[config.mk]
export PLATFORM = sky130hd
export DESIGN_NAME = end_screen_sequencer
export DESIGN_NICKNAME = d
export VERILOG_FILES = /design/src/rtl/end_screen_sequencer_pkg.sv /design/src/rtl/end_screen_sequencer_frame_tick_counter.sv /design/src/rtl/end_screen_sequencer.sv
export SDC_FILE = /design/constraint.sdc
export NUM_CORES = 1
export LEC_CHECK = 0
export CAP_MARGIN = 20
export CORE_UTILIZATION = 42
export CTS_BUF_LIST = sky130_fd_sc_hd__clkbuf_2 sky130_fd_sc_hd__clkbuf_4 sky130_fd_sc_hd__clkbuf_8
export CTS_CLUSTER_DIAMETER = 50
export DETAILED_ROUTE_END_ITERATION = 16
export PLACE_DENSITY = 0.82
export RECOVER_POWER = 50
export SYNTH_ARGS = -nofsm -noshare
export SYNTH_HDL_FRONTEND = slang
export SYNTH_SLANG_ARGS = --single-unit
[constraint.sdc]
create_clock -name clk -period 2.1 [get_ports clk]
set_clock_uncertainty 0.2 [all_clocks]
set_input_delay 0.21 -clock clk [delete_from_list [all_inputs] [get_ports clk]]
set_output_delay 0.21 -clock clk [all_outputs]
set_load 0.005 [all_outputs]
[src/rtl/end_screen_sequencer_pkg.sv]
// Shared types and constants for the end-screen sequencer: FSM states,
// result codes and the two fixed colours the pixel path can emit.
package end_screen_pkg;

  typedef enum logic [1:0] {
    IDLE  = 2'd0,
    SHOW  = 2'd1,
    WAIT  = 2'd2,
    CLEAR = 2'd3
  } state_e;

  localparam logic [1:0] RES_TOO_EARLY = 2'd0;
  localparam logic [1:0] RES_WIN       = 2'd1;
  localparam logic [1:0] RES_LOSE      = 2'd2;

  localparam logic [15:0] BLACK = 16'h0000;
  localparam logic [15:0] WHITE = 16'hFFFF;

endpackage : end_screen_pkg

[src/rtl/end_screen_sequencer_frame_tick_counter.sv]
// Frame counter advanced by frame_begin, wrapping to zero at limit_i.
// tc_o flags the frame_begin that performs the wrap.
module frame_tick_counter #(
  parameter int CNT_W = 8
) (
  input  logic             clk,
  input  logic             rst_n,
  input  logic             en_i,
  input  logic             clr_i,
  input  logic [CNT_W-1:0] limit_i,
  output logic             tc_o
);

  logic [CNT_W-1:0] cnt_q;
  logic [CNT_W-1:0] cnt_d;
  logic             at_limit;

  assign at_limit = (cnt_q == limit_i);
  assign tc_o     = en_i && at_limit && !clr_i;

  // Wrapping at the compare value keeps the count bounded below 2**CNT_W.
  always_comb begin
    cnt_d = cnt_q;
    if (clr_i) begin
      cnt_d = '0;
    end else if (en_i) begin
      cnt_d = at_limit ? '0 : cnt_q + 1'b1;
    end
  end

  // NOTE: state registers use non-blocking assignments so every flop samples
  // pre-edge values; blocking here would create order-dependent simulation.
  always_ff @(posedge clk or negedge rst_n) begin
    if (!rst_n) begin
      cnt_q <= '0;
    end else begin
      cnt_q <= cnt_d;
    end
  end

endmodule : frame_tick_counter

[src/rtl/end_screen_sequencer.sv]
// End-of-game OLED pixel sequencer: live pixels, hold screen, wait for button,
// one blank frame, then back to live. Optional macro: INVERT_BLINK_EN.
module end_screen_sequencer
  import end_screen_pkg::*;
#(
  parameter int HOLD_FRAMES  = 120,
  parameter int BLINK_FRAMES = 15,
  parameter int CNT_W        = 8
) (
  input  logic        clk,
  input  logic        rst_n,
  input  logic        frame_begin,
  input  logic        game_over,
  input  logic [1:0]  result,
  input  logic        btn_continue,
  input  logic [15:0] game_pixel,
  input  logic [15:0] end_pixel0,
  input  logic [15:0] end_pixel1,
  input  logic [15:0] end_pixel2,
  output logic [15:0] oled_data,
  output logic        busy,
  output logic        done
);

  localparam logic [CNT_W-1:0] HOLD_LIMIT  = CNT_W'(HOLD_FRAMES - 1);
  localparam logic [CNT_W-1:0] BLINK_LIMIT = CNT_W'(BLINK_FRAMES - 1);

  state_e      state_q, state_d;
  logic [1:0]  result_q, result_d;
  logic        pend_q, pend_d;
  logic [15:0] oled_q, oled_d;
  logic        done_q, done_d;

  logic        cnt_en;
  logic        cnt_clr;
  logic [CNT_W-1:0] cnt_limit;
  logic        tc;
  logic [15:0] sel_pixel;
  logic [15:0] wait_pixel;

  // The same counter times the hold in SHOW and the blink period in WAIT.
  assign cnt_en    = frame_begin && ((state_q == SHOW) || (state_q == WAIT));
  assign cnt_clr   = (state_q == IDLE) || (state_q == CLEAR);
  assign cnt_limit = (state_q == SHOW) ? HOLD_LIMIT : BLINK_LIMIT;

  frame_tick_counter #(
    .CNT_W (CNT_W)
  ) u_frame_cnt (
    .clk     (clk),
    .rst_n   (rst_n),
    .en_i    (cnt_en),
    .clr_i   (cnt_clr),
    .limit_i (cnt_limit),
    .tc_o    (tc)
  );

  always_comb begin
    unique case (result_q)
      RES_TOO_EARLY: sel_pixel = end_pixel0;
      RES_WIN:       sel_pixel = end_pixel1;
      RES_LOSE:      sel_pixel = end_pixel2;
      default:       sel_pixel = WHITE;
    endcase
  end

`ifdef INVERT_BLINK_EN
  logic phase_q;

  // Phase is held at zero outside WAIT so every WAIT entry starts un-inverted.
  always_ff @(posedge clk or negedge rst_n) begin
    if (!rst_n) begin
      phase_q <= 1'b0;
    end else if (state_q != WAIT) begin
      phase_q <= 1'b0;
    end else if (tc) begin
      phase_q <= ~phase_q;
    end
  end

  assign wait_pixel = phase_q ? ~sel_pixel : sel_pixel;
`else
  assign wait_pixel = sel_pixel;
`endif

  // NOTE: every output of this block gets a default first, so no path leaves
  // a variable unassigned and no latch is inferred.
  always_comb begin
    state_d  = state_q;
    result_d = result_q;
    pend_d   = pend_q;
    done_d   = 1'b0;
    oled_d   = BLACK;
    unique case (state_q)
      IDLE: begin
        oled_d = game_pixel;
        if (game_over) begin
          result_d = result;
          state_d  = SHOW;
        end
      end
      SHOW: begin
        oled_d = sel_pixel;
        if (tc) begin
          state_d = WAIT;
        end
      end
      WAIT: begin
        oled_d = wait_pixel;
        if (frame_begin && (pend_q || btn_continue)) begin
          pend_d  = 1'b0;
          state_d = CLEAR;
        end else if (btn_continue) begin
          pend_d = 1'b1;
        end
      end
      CLEAR: begin
        oled_d = BLACK;
        if (frame_begin) begin
          done_d  = 1'b1;
          state_d = IDLE;
        end
      end
      default: begin
        state_d = IDLE;
      end
    endcase
  end

  always_ff @(posedge clk or negedge rst_n) begin
    if (!rst_n) begin
      state_q  <= IDLE;
      result_q <= RES_TOO_EARLY;
      pend_q   <= 1'b0;
      oled_q   <= BLACK;
      done_q   <= 1'b0;
    end else begin
      state_q  <= state_d;
      result_q <= result_d;
      pend_q   <= pend_d;
      oled_q   <= oled_d;
      done_q   <= done_d;
    end
  end

  assign oled_data = oled_q;
  assign busy      = (state_q != IDLE);
  assign done      = done_q;

endmodule : end_screen_sequencer

==> results by group, run 1 <==
Outcome
  • Outcome: finished, final reports clean

Drt
  • Drt first-iter violations: 117
  • Detailed Route WL: 5133 um
  • Vias: around 1800
  • TritonRoute pass-1 iters: 4
  • Antenna Nets Post-Route: 0
  • Drc violations: 0
  • Post-detailed-route wirelength per cell: 15.65 um
  • Drt via density: around 5.4

Clock network
  • CTS Buf Count: 5
  • Cts repair resizes: 0
  • Post-CTS Hold Buffers: 0
  • Worst-case clock buffer depth: 2
  • Post-CTS setup buffers: 0
  • TritonCTS clock tree: yes
  • CTS H-tree depth: 2
  • CTS clk-pin slew, worst paths: 0.06 ns
  • Clk_lat worst skew: roughly 0.28 ns
  • CTS Root Cell: clkbuf_8
  • CTS sink cnt: 30

Place
  • DP Area: 2759 sq um
  • Setup Slack @ Placement: 0.1591 ns
  • Port buffer count: 88
  • GP Congestion: 0.8381
  • Detail Placement HPWL: 3728 um

Yosys
  • Mux cell area share after synthesis: 0.1151
  • Syn avg cell area: roughly 9.7 sq um
  • Largest family of logic cells by synthesized area: compound AO/OA/AOI/OAI gates
  • Compound-Gate Fraction of Synth Area: 0.2390
  • Leading area contributor after synthesis: dfrtp_1
  • Most frequent cell after synthesis: dfrtp_1
  • Post-Syn Area: 1848 sq um
  • Yosys reg bits: 30
  • Simple-Gate Fraction of Synth Area: 0.1449
  • Post-synthesis xor/xnor area fraction: 0
  • Leading cell types by count after synthesis: dfrtp_1 (30), nand2_1 (29), o21ai_0 (21), mux2_2 (18), o221ai_1 (18)
  • Warnings from Yosys: 0
  • Synth top area cells: dfrtp_1 (41%), mux2_2 (11%), o221ai_1 (8.5%)
  • Ys async rst share: 1.000
  • Synth top area share: 0.4062
  • Synth Instances: 191
  • Mapped Nets: 268
  • Post-Synth Adder-Cell Area: 0.04062
  • EDFF count, synth: 0
  • Cell variety after synth: 38
  • Register area share after synthesis: 0.4062
  • Main synth FF type: dfrtp_1

Power
  • Max VDD drop: 0.0006255 V
  • Seq pwr share: 0.285
  • P_leak: 1.166 nW
  • Comb power frac: 0.570
  • Internal power: 1.992 mW
  • PwrDens: ~1100 nW/um^2
  • Clock Power Share: 0.144
  • Design Power: 3.214 mW
  • Switching share of power: 0.3800
  • NetSw: 1.221 mW

Job
  • MaxCap Viol Count: 0

Worst hold path
  • Min-delay src: game_pixel[4]
  • Hold endpoint: oled_data[4]
  • Min-delay worst type: input pin to register
  • Worst hold path cell count: 3

Global route
  • Largest net degree at the start of global routing: 33
  • First-pass GRT wire length: 7845 um
  • GR Util All Layers: 0.2316
  • Grt total ovfl: 0
  • Number of global-route vias before repair: 1692
  • Initial antenna violation count: 0

Timing
  • Slew margin rel.: 0.4960
  • Final setup fails: 0
  • Worst slew pin tran: 0.7560 ns
  • Hold Worst Slack: 0.2741 ns
  • Slew Limit Fails: 0
  • RSZ-0062 raised after global routing: false
  • Period utilization: 0.9452
  • Setup TNS Final: 0 ns
  • Peak Freq: 503.8 MHz
  • Final WS setup: 0.1151 ns
  • Fin. Hold Viols: 0
  • Post-layout minimum cycle time: 1.985 ns

Die
  • Die H: slightly below 70 um
  • Initial core utilization: 0.4491
  • Core Region: 4115 sq um
  • Die Area: 4669 sq um
  • Chip width: 68.33 um
  • Num rows: 23
  • Number of top-level pins: 89

Worst setup path
  • Worst R2R Start: state_q[1]
  • CP Class: register to output pin
  • FF-to-FF setup slack: ~0.24 ns
  • Worst setup path startpoint: state_q[0]
  • Required time worst endpoint: 1.69 ns
  • CP arrival: 1.57 ns
  • R2R depth: 6
  • CP max FO: 4
  • Crit end category: output pin
  • Worst R2R End: u_frame_cnt.cnt_q[5]
  • Type of origin of the critical path: register

Layout
  • Final non-filler cell area: 2840 sq um
  • Ratio of cells with drive above 1 in the final layout: 0.1259
  • Area Overhead vs Synth: 53.69%
  • Count of nets after finishing: 355
  • Diodes inserted: 0
registers in the layout, summed over array words and instances (netlist names):
signal / cells
result_q: 2
done: 1
oled_data: 16
pend_q: 1
u_frame_cnt.cnt_q: 8
state_q: 2
worst max-delay path: stages, from the launching register on:
cell and delay, ns:
dfrtp_1 0.41, inv_1 0.10, ha_1 0.24, inv_1 0.06, clkdlybuf4s50_1 0.49
cells in the final DEF (no fill, tap or decap), types with 2 or more instances in the layout:
| cell type | synthesis | final |
|---|---|---|
| and2_1 | 3 | 2 |
| nand2_1 | 29 | 29 |
| nor2_1 | 3 | 3 |
| inv_1 | 6 | 6 |
| nor4_1 | 2 | 2 |
| ha_1 | 6 | 6 |
| o2111ai_1 | 2 | 2 |
| nand3_1 | 7 | 7 |
| o21ai_0 | 21 | 21 |
| a21oi_1 | 4 | 4 |
| a21boi_1 | 2 | 2 |
| clkdlybuf4s50_1 | 0 | 80 |
| mux2_2 | 18 | 18 |
| dfrtp_1 | 30 | 30 |
| clkbuf_4 | 0 | 2 |
| a31oi_1 | 2 | 2 |
| and3_1 | 2 | 2 |
| o211ai_1 | 4 | 4 |
| buf_4 | 3 | 5 |
| clkbuf_8 | 1 | 5 |
| a21boi_0 | 2 | 2 |
| dlygate4sd3_1 | 0 | 8 |
| nand2b_1 | 3 | 3 |
| o221ai_1 | 18 | 18 |
per-layer routing:
layer  wire length (um)  track usage  vias to the layer above
met2               2695       0.3983                       55
met5                  0            0                        -
li1                   -            -                      883
met3                292      0.05167                        8
met1               2070       0.2764                      815
met4                 74      0.09375                        0
worst max path at each step:
stage,end,slack [ns],cells after the start
4_1_cts,busy,0.1,4
3_5_place_dp,state_q[1],0.16,5
5_1_grt,busy,0.03,4
3_3_place_gp,state_q[1],0.23,5
2_1_floorplan,u_frame_cnt.cnt_q[5],0.42,6
6_report,busy,0.12,4
power groups by stage:
| stage | Combinational [mW] | Sequential [mW] | Clock [mW] |
|---|---|---|---|
| floorplan | 1.13 | 0.924 | 0 |
| global placement | 1.82 | 0.914 | 0 |
| detailed placement | 1.86 | 0.929 | 0 |
| CTS | 1.87 | 0.921 | 0.471 |
| global route | 2.02 | 0.944 | 0.501 |
| finish | 1.83 | 0.917 | 0.464 |
cell type report:
class / count / area [sq um]
tap: 50 / 62.56
timing repair buffer: 94 / 923.4
inverter: 6 / 22.52
sequential: 30 / 750.7
clock buffer: 7 / 83.83
multi-input combinational: 141 / 997.2
fill: 324 / 1275
kinds of logic after synthesis:
kind of cell,Yosys count
AOI/OAI and AO/OA,61
adders and majority gates,6
buffers and inverters,20
DFF,30
muxes,19
and+or+nand+nor,55
through the flow:
stage,instances,util
6_report,328,0.6902
2_1_floorplan,191,-
5_1_grt,328,0.6902
3_5_place_dp,321,0.6704
3_3_place_gp,321,0.6704
4_1_cts,328,0.6908
(Power assumes the default switching activity.)
==> run 2, diff against run 1 <==
SKIP_LAST_GASP = 1   (was unset)
==> results of run 2 <==
Final layout, timing and power as in run 1 (identical DEF).
==> edit: new RTL, config.mk and constraints of run 2 <==
Remove the register `oled_q`: a continuous assignment takes its place, so the output `oled_data` follows one clock earlier.
--- a/src/rtl/end_screen_sequencer.sv
+++ b/src/rtl/end_screen_sequencer.sv
@@ -132,5 +132,4 @@
       result_q <= RES_TOO_EARLY;
       pend_q   <= 1'b0;
-      oled_q   <= BLACK;
       done_q   <= 1'b0;
     end else begin
@@ -138,8 +137,9 @@
       result_q <= result_d;
       pend_q   <= pend_d;
-      oled_q   <= oled_d;
       done_q   <= done_d;
     end
   end
+
+  assign oled_q = oled_d;
 
   assign oled_data = oled_q;
Behaviour: not the same (a bounded check fails within 4 cycles, from zero or initial values and one cycle with rst_n low).
==> edit against run 2 <==
The run now ends with negative setup slack left; hold slack got worse by 94 ps; cell area fell by 0.35%; total power fell by 55%; routed wire length rose by 59%; setup slack worse by 290 ps; synthesized area fell by 28%; maximum frequency fell by 13%; sequential cell count is 16 lower; non-clock buffer count is 36 higher; critical endpoint is now u_frame_cnt.cnt_q[4]; largest power group unchanged.
==> edit: results (changes against run 2) <==
| Metric | Value |
|---|---|
| Failing checks | negative setup slack |
| Data arrival, critical path | 2250 ps (+680 ps) |
| Clock Path Buffers | 2 (unchanged) |
| Worst setup SP type | flip-flop |
| Fill cell count | 102 (-69%) |
| CTS root buf | clkbuf_4 |
| Routed Antenna Nets | 0 (unchanged) |
| Non-Filler Instances | 325 (-0.91%) |
| First-pass GRT wire length | 9180 um (+17%) |
| GRT overflow | 0 (unchanged) |
| Ys async rst share | 100% (unchanged) |
| Worst-Skew Late Latency | 300 ps (+20 ps) |
| H-tree depth | 1 (-1) |
| Initial DRC count | 193 (+65%) |
| Synth top cells by count | 28 x nand2_1, 21 x o21ai_0, 19 x mux2_2, 16 x o221ai_1, 14 x dfrtp_1 |
| Final nets | 360 (+1.4%) |
| Largest net degree at the start of global routing | 18 (-45%) |
| Clock-pin slew on the worst setup and hold paths | 90 ps (+30 ps) |
| Status | complete, but fails checks |
| Ranking of synthesized cells by area | dfrtp_1 26%, mux2_2 16%, o221ai_1 10% |
| Number of diodes | 0 (unchanged) |
| Detailed Place HPWL | 4030 um (+8.2%) |
| Seq/Total Area, Yosys | 26.2% (-14 points) |
| Pleak | 0.00117 uW (about the same) |
| HP Class | input pin to asynchronous set/reset pin |
| Gate Count Post-Synth | 163 (-15%) |
| Share of layout cells above drive strength 1 | 40.9% (+28 points) |
| PortBufs | 88 (unchanged) |
| Initial antenna violation count | 0 (unchanged) |
| Vias/cell | 6.29 (+17%) |
| CP max FO | 4 (unchanged) |
| Top Registers | u_frame_cnt.cnt_q x8, result_q x2, state_q x2 |
| All-layer global routing usage | 36.2% (+13 points) |
| Hold Buf Count CTS | 0 (unchanged) |
| CTS buffer count | 3 (-2) |
| Yosys warns | 0 (unchanged) |
| Setup TNS | -1840 ps (-1840 ps) |
| RR Startpoint | state_q[0] |
| Final WS setup | -170 ps (-285 ps) |
| Placer congestion estimate | 0.895 (+6.8%) |
| Placed cells | 299 (-6.9%) |
| DRT Pass-1 Iters | 5 (+1) |
| Netlist cell types | 36 (-5.3%) |
| Vias in the first global route | 1837 (+8.6%) |
| Worst Tran Pin Value | 671 ps (-84.5 ps) |
| Final setup viols | 25 (+25) |
| Syn nets | 240 (-10%) |
| Final hold slack | 180 ps (-94.3 ps) |
| Avg WL per Cell | 25.0 um (+60%) |
| Top FF cell, synth | dfrtp_1 |
| Maximum vdd ir drop | 0.653 mV (+4.4%) |
==> edit: cell types whose count changed after synthesis, moves of 3 or more <==
cell and change:
clkbuf_1 +4, nand4_1 +3, or3_1 +4, dfrtp_1 -16
==> edit: metal layers <==
layer | part of all wire [%] | vias to the layer above | track usage (%)
met5 | 0 | - | 0
met4 | 5.3 | 0 | 18.7
met3 | 11 | 55 | 12.3
met2 | 47 | 184 | 61.7
met1 | 36 | 950 | 39.9
li1 | - | 856 | -
==> edit: power breakdown <==
part | internal, uW | total, uW | switching (uW) | leakage [uW]
combinational | 501 | 891 | 390 | 0.000970
clock | 66.9 | 162 | 95.5 | 0.0000138
sequential | 320 | 401 | 80.9 | 0.000182
total | 887 | 1450 | 567 | 0.00117
==> edit: what timing repair did <==
item | CTS | global route
endpoints found under the setup margin | 24 | 25
pin swaps | 5 | 19
gates resized for setup | 81 | 43
setup buffers | 6 | 14
gates cloned | 2 | 1
==> edit: area by class of cell <==
cell class	count	area [sq um]	share of cell area, %
repair buffers	130	1250	44.1
multi-input cells	130	1140	40.2
flip-flops and latches	14	352	12.4
well taps	44	55.1	1.95
clock buffers	3	22.5	0.796
inverters	4	15.0	0.531
==> edit: critical path, stage by stage, from the launching register on <==
cell	delay, ps
dfrtp_1	420
buf_6	140
ha_4	160
or4b_4	500
a221oi_4	360
buf_4	180
a21oi_2	40
a21o_1	160
==> edit: cell families after synthesis <==
kind of cell             synth area share, %
multiplexers                            16.7
AO/OA/AOI/OAI                           24.6
flip-flops                              26.2
buffers and inverters                   5.70
adder cells (fa/ha/maj)                 5.61
AND/OR/NAND/NOR                         21.2
==> edit: path summary, 6_finish.rpt <==
kind | end | cells past startpoint
worst max-delay path | u_frame_cnt.cnt_q[4] | 7
worst min-delay path | pend_q | 1
worst max register to register | u_frame_cnt.cnt_q[4] | 7
worst min register to register | u_frame_cnt.cnt_q[1] | 2
max in group asynchronous | result_q[0] | 1
min in group clk | result_q[0] | 2
==> edit: stage by stage <==
| stage | worst slack (ps) | area [sq um] |
|---|---|---|
| floorplan | 4.21 | 1340 |
| global placement | -44.3 | 2400 |
| detailed placement | -105 | 2400 |
| CTS | -102 | 2620 |
| global route | -201 | 2830 |
| finish | -170 | 2830 |
